### config.mk
export PLATFORM = sky130hd
export DESIGN_NAME = control_unit
export DESIGN_NICKNAME = d
export VERILOG_FILES = /design/src/rtl/patp_pkg.sv /design/src/rtl/opcode_decode.sv /design/src/rtl/control_unit.sv
export SDC_FILE = /design/constraint.sdc
export NUM_CORES = 1
export LEC_CHECK = 0
export BUFFER_PORTS_ARGS = -buffer_cell sky130_fd_sc_hd__clkbuf_2
export CAP_MARGIN = 20
export CORE_MARGIN = 2
export CORE_UTILIZATION = 46
export CTS_CLUSTER_DIAMETER = 200
export DETAILED_ROUTE_END_ITERATION = 6
export PLACE_DENSITY = 0.78
export SLEW_MARGIN = 25
export SYNTH_ARGS = -nofsm -noshare
export SYNTH_HDL_FRONTEND = slang
export SYNTH_HIERARCHICAL = 1
export SYNTH_SLANG_ARGS = --single-unit
### constraint.sdc
create_clock -name clk -period 1.8 [get_ports clk]
set_input_delay 0.27 -clock clk [delete_from_list [all_inputs] [get_ports clk]]
set_output_delay 0.27 -clock clk [all_outputs]
set_load 0.01 [all_outputs]
### src/rtl/patp_pkg.sv
// Shared definitions for the PATP core: opcodes, ALU operations and
// sequencer state encoding.
package patp_pkg;

    localparam int unsigned ADDR_W = 5;
    localparam int unsigned INSN_W = 8;

    localparam logic [2:0] OP_NOP  = 3'b000;
    localparam logic [2:0] OP_LDA  = 3'b001;
    localparam logic [2:0] OP_STA  = 3'b010;
    localparam logic [2:0] OP_ADD  = 3'b011;
    localparam logic [2:0] OP_SUB  = 3'b100;
    localparam logic [2:0] OP_JMP  = 3'b101;
    localparam logic [2:0] OP_JZ   = 3'b110;
    localparam logic [2:0] OP_HALT = 3'b111;

    localparam logic [1:0] ALU_PASS = 2'b00;
    localparam logic [1:0] ALU_ADD  = 2'b01;
    localparam logic [1:0] ALU_SUB  = 2'b10;

    typedef enum logic [2:0] {
        ST_FETCH,
        ST_DECODE,
        ST_EXEC,
        ST_UPDATE,
        ST_HALT
    } state_t;

endpackage

### src/rtl/opcode_decode.sv
// Combinational opcode classifier feeding the control_unit sequencer.
module opcode_decode
    import patp_pkg::*;
(
    input  logic [2:0] opcode,
    output logic       is_mem,
    output logic       is_store,
    output logic       is_jump,
    output logic       is_cond,
    output logic       is_halt,
    output logic [1:0] alu_op
);

    always_comb begin
        is_mem   = 1'b0;
        is_store = 1'b0;
        is_jump  = 1'b0;
        is_cond  = 1'b0;
        is_halt  = 1'b0;
        alu_op   = ALU_PASS;
        case (opcode)
            OP_LDA:  is_mem = 1'b1;
            OP_STA:  begin is_mem = 1'b1; is_store = 1'b1; end
            OP_ADD:  begin is_mem = 1'b1; alu_op = ALU_ADD; end
            OP_SUB:  begin is_mem = 1'b1; alu_op = ALU_SUB; end
            OP_JMP:  is_jump = 1'b1;
            OP_JZ:   is_cond = 1'b1;
            OP_HALT: is_halt = 1'b1;
            default: ;
        endcase
    end

endmodule

### src/rtl/control_unit.sv
// Multicycle PATP sequencer: fetch, decode, execute with req/ack memories,
// then write the next address back into the PC.
module control_unit
    import patp_pkg::*;
(
    input  logic                clk,
    input  logic                rst_n,
    input  logic [ADDR_W-1:0]   pc_addr,
    output logic                pc_we,
    output logic [ADDR_W-1:0]   pc_in,
    output logic                imem_req,
    input  logic                imem_ack,
    input  logic [INSN_W-1:0]   imem_data,
    output logic                dmem_req,
    output logic                dmem_we,
    output logic [ADDR_W-1:0]   dmem_addr,
    input  logic                dmem_ack,
    output logic [1:0]          alu_op,
    output logic                acc_we,
    input  logic                zero,
    output logic                halted
);

    state_t            state_q, state_d;
    logic [INSN_W-1:0] ir_q;
    logic              take_q;

    logic       is_mem, is_store, is_jump, is_cond, is_halt;
    logic [1:0] dec_alu;
    logic [ADDR_W-1:0] pc_next;

    opcode_decode u_dec (
        .opcode   (ir_q[7:5]),
        .is_mem   (is_mem),
        .is_store (is_store),
        .is_jump  (is_jump),
        .is_cond  (is_cond),
        .is_halt  (is_halt),
        .alu_op   (dec_alu)
    );

    assign pc_next = pc_addr + 5'd1;

    always_ff @(posedge clk or negedge rst_n) begin
        if (!rst_n) begin
            state_q <= ST_FETCH;
            ir_q    <= '0;
            take_q  <= 1'b0;
        end else begin
            state_q <= state_d;
            if (state_q == ST_FETCH && imem_ack)
                ir_q <= imem_data;
            if (state_q == ST_EXEC && !is_mem)
                take_q <= zero;
        end
    end

    // Outputs are gated by rst_n so they drop asynchronously with reset.
    always_comb begin
        state_d   = state_q;
        pc_we     = 1'b0;
        pc_in     = '0;
        imem_req  = 1'b0;
        dmem_req  = 1'b0;
        dmem_we   = 1'b0;
        dmem_addr = '0;
        alu_op    = ALU_PASS;
        acc_we    = 1'b0;
        halted    = 1'b0;
        if (rst_n) begin
            case (state_q)
                ST_FETCH: begin
                    imem_req = 1'b1;
                    if (imem_ack)
                        state_d = ST_DECODE;
                end
                ST_DECODE: state_d = is_halt ? ST_HALT : ST_EXEC;
                ST_EXEC: begin
                    if (is_mem) begin
                        dmem_req  = 1'b1;
                        dmem_we   = is_store;
                        dmem_addr = ir_q[4:0];
                        alu_op    = dec_alu;
                        acc_we    = dmem_ack & ~is_store;
                        if (dmem_ack)
                            state_d = ST_UPDATE;
                    end else begin
                        state_d = ST_UPDATE;
                    end
                end
                ST_UPDATE: begin
                    pc_we   = 1'b1;
                    pc_in   = (is_jump || (is_cond && take_q)) ? ir_q[4:0] : pc_next;
                    state_d = ST_FETCH;
                end
                ST_HALT: halted = 1'b1;
                default: state_d = ST_FETCH;
            endcase
        end
    end

endmodule

; Word-level counts from Yosys, hierarchy flattened
; Cells that the tools add are included.
[op_classes]
multipliers = 0
add_sub_neg = 1
muxes = 35
n_div = 0
shifts = 0
reduce_logical = 8
n_lt_le_gt_ge = 0
eq_ne = 13
bitwise = 3
[op_table]
columns = operator, count
row1 = $mux W5, 6
row2 = $mux W1, 20
row3 = $eq A3 B3 Y1 const B, 5
row4 = $eq A3 B2 Y1 const B, 4
row5 = $mux W3, 4
row6 = $pmux W3 S4, 1
row7 = $eq A3 B1 Y1 const B, 2
row8 = $mux W2, 3
row9 = $add A5 B1 Y5 const B, 1
row10 = $pmux W2 S2, 1
row11 = $reduce_and A4 Y1, 1
row12 = $reduce_or A4 Y1, 1
row13 = $logic_and A1 B1 Y1, 3
row14 = $logic_not A3 Y1, 1
row15 = $ne A3 B3 Y1 const B, 1
row16 = $ne A2 B2 Y1 const B, 1
row17 = $not A1 Y1, 2
row18 = $and A1 B1 Y1, 1
row19 = $logic_not A1 Y1, 1
row20 = $logic_or A1 B1 Y1, 1
[word_totals]
elab_cells = 63
mem_count = 0
ramBits = 0
ff_bits = 12
latchBits = 0
input_bits = 18
romBits = 0

; Depth between registers and ports, before layout
; Gate-level depths: netlist of run 1.
[depth]
word_depth = 7
ltp_mapped = 5
depth_no_buf = 5

; Cells and area by module
; The synthesis of run 1 kept the hierarchy.
[by_module_without_submodules]
columns = mod, seq_area_each_um2, instances, area_per_inst_um2, cells_per_inst
row1 = control_unit, 300.3, 1, 762.0, 74
row2 = opcode_decode, 0.0, 1, 67.6, 9

; Worst setup path before layout of run 1
; OpenSTA, ideal clock, no wires.
[synth_path]
path_kind = register to output
startpoint = register ir_q[6]
endpoint = output port pc_in[0]
path_stages_with_launch = 5
t_arrival_ns = 1.358
n_path_buf = 0
slack_ns = 0.172
path_cell_list = dfrtp_1 > and3b_2 > a21oi_2 > nor2_1 > a211oi_1
[synth_between]
elab_chain_len = 7
elab_cells_between_ends = 9
cone_classes = eq/ne (2) / mux (5) / reduce/logical (2)
[synth_lines]
columns = element, line
row1 = start: declaration, control_unit.sv:25  ; logic [INSN_W-1:0] ir_q;
row2 = start signal: assignment, control_unit.sv:52  ; ir_q <= imem_data;
row3 = $eq A3 B3 Y1, opcode_decode.sv:21  ; case (opcode)
row4 = $mux W1, opcode_decode.sv:21
row5 = via is_cond, control_unit.sv:28  ; logic is_mem, is_store, is_jump, is_cond, is_halt;
row6 = $logic_and A1 B1 Y1, control_unit.sv:93  ; pc_in = (is_jump || (is_cond && take_q)) ? ir_q[4:0] : pc_next;
row7 = $logic_or A1 B1 Y1, control_unit.sv:93
row8 = $mux W5, control_unit.sv:93
row9 = $mux W5, control_unit.sv:71  ; case (state_q)
row10 = $mux W5, control_unit.sv:70  ; if (rst_n) begin
row11 = end: declaration, control_unit.sv:10  ; output logic [ADDR_W-1:0] pc_in,
; The timed path passes the listed nets, and every way through them passes these cells.

; Worst setup path in the final report of run 1
[layout_path]
startpoint = register ir_q[5]
endpoint = output port pc_in[3]
; Same word-level chain as after synthesis.

==> flow_summary.ini, run 1 <==
[logic_synthesis]
synth_top_family_by_area = simple AND/OR/NAND/NOR gates
synthFlopType = dfrtp_1
syn-num-nets = 102
synth-edff-count = 0
async_flop_share = 1.00
synth_cell_types = 31
synthesis.area_sq_um = 830
ys_seq_area_frac = 0.362
synth_fa_ha_area_frac = 0.0151
yosysMostFrequentCell = dfrtp_1
yosys.area_share.simple = 0.282
yosysTopAreaCellShare = 0.362
synth_cells = 83
synth.avg_cell_area_sq_um = 9.99
ys_ff_latch = 12
synth_common_cells = 12 x dfrtp_1, 8 x and2_1, 8 x mux2_4, 8 x nor2_1, 6 x nand2_1
netlist.top_cell.by_area = dfrtp_1
synth_compound_area_frac = 0.0830
yosysWarningCount = 6
synth_xor_area_frac = 0.0422
synth_mux_area_frac = 0.170
synth_area_leaders = dfrtp_1 36%, mux2_4 14%, and2_1 6.0%

[timing]
final.min_clock_period_ns = 1.92
clock_skew_ns = 0.0103
setup_violations = 14
rsz0062_at_grt = yes
tightest_slew_ns = 0.308
slew_violations = 0
clock.fmax_mhz = 520
setup_ws_ns = -0.125
relSlewSlack = 0.793
fin_crit_sh = 1.07
hold_violations = 0

[finish]
finalInstanceArea_sq_um = 1250
instances_no_fill = 158
layout-drive-gt1-share = 0.579
syn_to_final_growth_pct = 50.8
nets = 153
post-route-util = 0.733
antenna_cells = 0

[clock_network]
tritoncts = built
clk_latency_ns = 0.28
cts_buffers = 3
clockRootBuffer = clkbuf_4
clkSinkCount = 12
clock_path_buffers = 2
htreeDepth = 1
cts.clk_slew.worst_paths_ns = 0.09

[placement]
placed_cell_area_sq_um = 1050
hpwl_um = 1430
dp.cells = 146
io_buffers = 35
gp_congestion = 0.823

[min_path]
hold_path_class = primary input to flop
worstHoldPathCells = 2

[floorplanning]
core.rowCount = 15
die_h_um = 46.5
core_area_sq_um = 1710
start_util = 0.486
pin_count = 36
dieArea_sq_um = 2160
die_w_um = 46.5

[status]
outcome = finished, violations left
violations = setup timing

[setup_path]
path_class = flop to output pin
crit_path_end_kind = output pin
worstPathRequired_ns = 1.53
worstSetupStartpointType = flop
worstPathMaxFanout = 5
arrival_ns = 1.65
ff2ff_path_depth = 5

[route]
num_vias = 875
initialDrtViolationCount = 41
dr_wl_met3_um = 203
routed_wl_um = 2580
dr_wl_met2_um = 1280
vias_per_cell = 5.54
wl_met1_um = 1010
top_layer = met4
drc = 0
first_pass_iters = 4
final_antenna_net_count = 0
wl_per_cell_um = 16.3

[pwr]
swShare = 0.418
p_clk_frac = 0.111
pwr-share-comb = 0.613
p_per_area_nw_per_um2 = 1610
seqPwrFrac = 0.276
internal-power_mw = 1.17
p_sw_mw = 0.843
finalPower_mw = 2.02
leakage_nw = 0.641
peakVddDrop_mv = 0.843

[run]
maxCapViolCount = 0

[global_routing]
gr-usage-all-layers = 0.257
grt_pass1_vias = 831
overflow = 0
grt_max_degree = 19
grt_pass1_wl_um = 3730
antenna_found_initial = 0
layout by cell type, fill, tap and decap left out, types with 2 or more instances in the layout:
| cell | synthesis | layout |
|---|---|---|
| clkbuf_2 | 0 | 30 |
| dfrtp_1 | 12 | 12 |
| buf_4 | 2 | 10 |
| and2_1 | 8 | 8 |
| mux2_4 | 8 | 8 |
| nor2_1 | 8 | 7 |
| nand2_1 | 6 | 6 |
| buf_2 | 0 | 5 |
| a211oi_2 | 0 | 4 |
| and3_2 | 2 | 3 |
| o22ai_1 | 3 | 3 |
| clkbuf_4 | 0 | 3 |
| nor2b_1 | 2 | 2 |
| a21oi_4 | 0 | 2 |
| nand3_1 | 3 | 2 |
| xor2_1 | 2 | 2 |
| inv_1 | 2 | 2 |
| nor3b_2 | 1 | 2 |
| and3b_2 | 2 | 2 |
worst paths after layout:
kind | startpoint | endpoint | slack (ns)
setup / recovery | ir_q[5] | pc_in[3] | -0.12
hold / removal | imem_data[7] | ir_q[7] | 0.21
setup reg to reg | ir_q[5] | take_q | 0.22
hold reg to reg | ir_q[1] | ir_q[1] | 0.55
max in group asynchronous | rst_n | state_q[0] | 1.18
min in group asynchronous | rst_n | ir_q[3] | 0.49
sequential cells by signal, summed over array words and instances (netlist names):
register / count
state_q: 3
take_q: 1
ir_q: 8
routing by layer:
layer	track usage	vias up
met1	0.282	399
met2	0.425	67
met5	0	-
met3	0.0784	10
li1	-	399
met4	0.166	0
power by group through the flow:
stage	Combinational, mW	Sequential (mW)	Clock [mW]
after floorplan	0.632	0.509	0
after global placement	0.852	0.520	0
after detailed placement	0.877	0.533	0
after CTS	1.17	0.549	0.217
after global routing	1.31	0.573	0.236
final	1.24	0.557	0.224
metrics by stage:
step | hold slack (ns) | worst slack, ns | setup TNS, ns
2_1_floorplan | -0.0256 | 0.172 | 0
3_3_place_gp | 0.239 | 0.129 | 0
3_5_place_dp | 0.240 | 0.0541 | 0
4_1_cts | 0.219 | -0.0328 | -0.161
5_1_grt | 0.209 | -0.155 | -1.72
6_report | 0.208 | -0.125 | -1.05
area by class of cell:
| cell class | instances | area (sq um) |
|---|---|---|
| Tap cell | 25 | 31.3 |
| Fill cell | 116 | 457 |
| Clock buffer | 4 | 36.3 |
| Inverter | 3 | 11.3 |
| Timing Repair Buffer | 47 | 280 |
| Multi-Input combinational cell | 67 | 592 |
| Sequential cell | 12 | 300 |
cell families (layout without fill, tap and decap cells):
logic type / after synthesis / in the layout
simple gates: 40 / 41
fa+ha+maj: 1 / 1
flops: 12 / 12
compound gates: 10 / 11
mux: 10 / 10
buf+inv: 6 / 54
xor+xnor: 4 / 4
what timing repair did:
action | CTS | global route
hold buffers | 1 | 0
gates cloned | 2 | 0
buffers inserted | 5 | 0
pin swaps | 10 | 1
hold endpoints to repair | 12 | 0
gates resized for setup | 15 | 8
setup endpoints to repair | 15 | 16
worst max-delay path, cell delays in order, from the launching register on:
cell and delay (ns):
dfrtp_1 0.43, and3b_2 0.28, a21oi_4 0.21, nor2_1 0.10, a211oi_2 0.18, buf_2 0.17
(Power assumes the default switching activity.)
==> inputs of run 2 (changes only) <==
SKIP_CTS_REPAIR_TIMING = 1   (was not set)
==> run 2 against run 1 <==
Net effect: the run still ends with setup timing left; global-route usage decreased by 7.5 points; sequential power down 2%; core utilization fell by 3.7 points; combinational power fell by 15%; largest power group unchanged; highest routed layer unchanged.
==> flow_summary.ini, run 2 (synthesis gave the netlist of run 1 again) <==
[status]
outcome = finished, violations left
violations = setup timing

[setup_path]
crit_path_top_delay_cell = dfrtp_2
crit_end = acc_we
worstReg2RegEnd = ir_q[6]
worstSetupStartpointType = flop
crit_path_end_kind = output pin
worst-path-buf-inv = 1
worstPathRequired_ns = 1.53
rr_startpoint = state_q[0]
worstSetupStartpoint = ir_q[7]
path_depth = 4
path_delay_family = simple AND/OR/NAND/NOR gates
crit_path_cell_trace = xnor2_1 > and3_4 > and3b_1 > clkbuf_2
ff2ff_path_depth = 4
arrival_ns = 1.63
path_class = flop to output pin
crit_path_max_incr_delay_ns = 0.44
r2r_slack_ns = 0.36
worstPathMaxFanout = 5

[route]
vias_per_cell = 5.18
dr_wl_met2_um = 995
top_layer = met4
num_vias = 803
drc = 0
routed_wl_um = 2010
dr_wl_met3_um = 121
wl_met1_um = 874
wl_per_cell_um = 13.0
first_pass_iters = 4
initialDrtViolationCount = 15
final_antenna_net_count = 0

[finish]
multi_input_area_sq_um = 548
fillers = 121
antenna_cells = 0
max_flop_register = ir_q
largest_reg_flops = 8
layout-drive-gt1-share = 0.562
nets = 150
finalInstanceArea_sq_um = 1190
layout_commonest_cell = clkbuf_2
mostFrequentLayoutCells = 31 x clkbuf_2, 11 x dfrtp_1, 8 x and2_1, 8 x mux2_4, 7 x buf_4
regArea_sq_um = 302
reg_top3 = ir_q x8, state_q x3, take_q x1
syn_to_final_growth_pct = 43.3

[placement]
placed_cell_area_sq_um = 1050
hpwl_um = 1430
io_buffers = 35
gp_congestion = 0.823

[pwr]
p_per_area_nw_per_um2 = 1520
finalPower_mw = 1.81
peakVddDrop_mv = 0.903
leakage_nw = 0.611

[floorplanning]
die_w_um = 46.5
pin_count = 36
core.rowCount = 15
die_h_um = 46.5
start_util = 0.486
dieArea_sq_um = 2160
core_area_sq_um = 1710

[clock_network]
clock_path_buffers = 2
tritoncts = built
clk_latency_ns = 0.27
cts.clk_slew.worst_paths_ns = 0.08
htreeDepth = 1
clkSinkCount = 12
cts_buffers = 3
clockRootBuffer = clkbuf_4

[min_path]
worstHoldPathCells = 2
hold_path_class = primary input to flop

[global_routing]
grt_pass1_vias = 684
gr-usage-all-layers = 0.182
grt_pass1_wl_um = 2750
grt_max_degree = 19
antenna_found_initial = 0
overflow = 0

[timing]
clock.fmax_mhz = 526
fin_crit_sh = 1.06
final.min_clock_period_ns = 1.90
tightest_slew_ns = 0.565
rsz0062_at_grt = yes
relSlewSlack = 0.622
setup_violations = 14
setup_ws_ns = -0.103
slew_violations = 0
hold_violations = 0
clock_skew_ns = 0.00928

[run]
maxCapViolCount = 0
run 2: per-layer routing:
metal,up-vias,global-route usage
met5,-,0
li1,393,-
met3,4,0.0510
met2,34,0.311
met4,0,0.0571
met1,372,0.218
run 2: report_power, final:
part           switching (mW)  internal (mW)
Sequential              0.142          0.402
Combinational           0.483          0.570
Clock                  0.0901          0.123
run 2: through the flow:
stage | hold slack (ns) | instances | TNS [ns] | utilization | worst slack, ns
2_1_floorplan | -0.0256 | 83 | 0 | - | 0.172
3_3_place_gp | 0.239 | 146 | 0 | 0.618 | 0.129
3_5_place_dp | 0.240 | 146 | 0 | 0.618 | 0.0541
4_1_cts | -0.0532 | 150 | -2.85 | 0.639 | -0.250
5_1_grt | 0.206 | 155 | -2.04 | 0.696 | -0.169
6_report | 0.224 | 155 | -0.993 | 0.696 | -0.103
run 2: worst min-delay path by stage:
stage | start | to | slack (ns)
2_1_floorplan | rst_n | ir_q[0] | -0.03
3_3_place_gp | rst_n | state_q[2] | 0.24
3_5_place_dp | rst_n | state_q[1] | 0.24
4_1_cts | rst_n | ir_q[3] | -0.05
5_1_grt | imem_data[0] | ir_q[0] | 0.21
6_report | zero | take_q | 0.22
run 2: area by class of cell:
type	count	area share
Multi-Input combinational cell	66	0.461
Sequential cell	12	0.254
Timing Repair Buffer	45	0.219
Clock buffer	4	0.0305
Tap cell	25	0.0263
Inverter	3	0.00947
==> inputs of run 3 (changes only) <==
ABC_AREA = 1   (was not set)
CORE_UTILIZATION = 47   (was 46)
==> run 3 against run 2 <==
Net effect: the run still ends with setup timing left; clock skew about the same; sequential share of layout area decreased by 2.1 points; combinational power about the same; power increased by 1.4%; global-route usage increased by 3.9 points; non-clock buffer count decreased by 6; setup slack improved by 0.0075 ns; synthesized area increased by 10%; sequential cell count unchanged; critical path depth increased by 2; core utilization increased by 4.0 points; count of clock-buffer cells in the layout unchanged; critical path type unchanged; largest cell class unchanged; largest power group unchanged; highest routed layer unchanged.
==> flow_summary.ini, run 3 <==
[clock_network]
cts.clk_slew.worst_paths_ns = 0.08
cts_buffers = 3
tritoncts = built
clk_latency_ns = 0.27
htreeDepth = 1
clock_path_buffers = 2
clkSinkCount = 12
clockRootBuffer = clkbuf_4

[finish]
finalInstanceArea_sq_um = 1310
max_flop_register = ir_q
post-route-util = 0.736
regArea_sq_um = 305
antenna_cells = 0
instances_no_fill = 207
nets = 202
layout-drive-gt1-share = 0.478
reg_top3 = ir_q x8, state_q x3, take_q x1
mostFrequentLayoutCells = 31 x nand2_1, 24 x clkbuf_2, 21 x inv_1
largest_reg_flops = 8
layout_commonest_cell = nand2_1
syn_to_final_growth_pct = 43.9
fillers = 150
multi_input_area_sq_um = 596

[global_routing]
antenna_found_initial = 0
grt_pass1_vias = 874
grt_max_degree = 17
grt_pass1_wl_um = 3540
overflow = 0
gr-usage-all-layers = 0.221

[logic_synthesis]
synth_cells = 139
async_flop_share = 1.00
ys_ff_latch = 12
synth_common_cells = 33 x nand2_1, 26 x inv_1, 21 x nor2_1, 12 x dfrtp_1, 12 x nand3_1
yosysTopAreaCellShare = 0.329
syn-num-nets = 158
yosysMostFrequentCell = nand2_1
synthFlopType = dfrtp_1
synth.avg_cell_area_sq_um = 6.56
netlist.top_cell.by_area = dfrtp_1
synth_area_leaders = dfrtp_1 33%, nand2_1 14%, inv_1 11%
synth_cell_types = 20
synth-edff-count = 0
ys_seq_area_frac = 0.329
yosysWarningCount = 6
synthesis.area_sq_um = 912

[setup_path]
r2r_slack_ns = 0.26
ff2ff_path_depth = 5
rr_startpoint = state_q[0]
path_class = flop to output pin
worstReg2RegEnd = ir_q[4]
worstPathRequired_ns = 1.53
crit_path_end_kind = output pin
worstSetupStartpointType = flop
arrival_ns = 1.63
worstPathMaxFanout = 7

[timing]
rsz0062_at_grt = yes
tightest_slew_ns = 0.411
slew_violations = 0
fin_crit_sh = 1.05
relSlewSlack = 0.726
clock.fmax_mhz = 528
clock_skew_ns = 0.00883
hold_violations = 0
tns_ns = -0.619
hold_ws_ns = 0.0694
setup_violations = 12
final.min_clock_period_ns = 1.90
setup_ws_ns = -0.0952

[placement]
io_buffers = 35
place_ws_ns = 0.176
placed_cell_area_sq_um = 1110
gp_congestion = 0.821
hpwl_um = 1790
dp.cells = 199

[route]
wl_met1_um = 1100
dr_wl_met2_um = 1450
initialDrtViolationCount = 26
dr_wl_met3_um = 102
top_layer = met4
wl_per_cell_um = 12.9
final_antenna_net_count = 0
first_pass_iters = 4
vias_per_cell = 5.04
routed_wl_um = 2670
num_vias = 1043
drc = 0

[floorplanning]
start_util = 0.512
core_area_sq_um = 1780
core.rowCount = 15
die_h_um = 48.1
dieArea_sq_um = 2310
pin_count = 36
die_w_um = 48.1

[run]
maxCapViolCount = 0

[status]
outcome = finished, violations left
violations = setup timing

[pwr]
finalPower_mw = 1.84
peakVddDrop_mv = 0.956
pwr-share-comb = 0.587
leakage_nw = 0.721
seqPwrFrac = 0.296
p_sw_mw = 0.934
swShare = 0.509
internal-power_mw = 0.901
p_clk_frac = 0.117
p_per_area_nw_per_um2 = 1400

[min_path]
hold_path_class = primary input to async pin
## run 3: layout make-up
type / instances / area share
repair buffers: 39 / 0.173
well taps: 25 / 0.0238
flip-flops and latches: 12 / 0.233
multi-input cells: 97 / 0.454
clock buffers: 4 / 0.0276
inverters: 30 / 0.0896
## run 3: logic make-up (layout without fill, tap and decap cells)
family | Yosys count | in the layout | share of synthesized area
AO/OA/AOI/OAI | 12 | 12 | 0.103
AND/OR/NAND/NOR | 82 | 83 | 0.409
flip-flops | 12 | 12 | 0.329
XOR/XNOR | 1 | 1 | 0.00960
buffers and inverters | 31 | 73 | 0.136
adder cells (fa/ha/maj) | 1 | 1 | 0.0137
## run 3: worst max-delay path, stage by stage, from the launching register on
cell     delay (ns)
dfrtp_2        0.47
o21ai_0        0.24
nand2_1        0.13
nand2_4        0.13
nand3_4        0.11
nor3_2         0.13
buf_2          0.16
## run 3: power by group through the flow
stage          sequential, mW  combinational (mW)  clock [mW]
2_1_floorplan           0.485               0.636           0
3_3_place_gp            0.507               0.788           0
3_5_place_dp            0.517               0.817           0
4_1_cts                 0.515               0.824       0.218
5_1_grt                 0.559                1.19       0.235
6_report                0.544                1.08       0.214
## run 3: metal layers
metal  track usage  vias to the layer above
met5             0                        -
met4        0.0757                        0
met3        0.0491                        4
met2         0.389                       32
met1         0.262                      486
li1              -                      521
## run 3: worst max-delay path by stage
stage,depth (start not counted),slack (ns),to,start
detailed placement,9,0.18,pc_in[3],ir_q[6]
global route,8,-0.14,acc_we,ir_q[7]
global placement,8,0.24,dmem_addr[1],ir_q[7]
floorplan,6,0.37,pc_in[1],ir_q[6]
CTS,9,-0.16,pc_in[3],ir_q[5]
finish,6,-0.1,acc_we,ir_q[6]
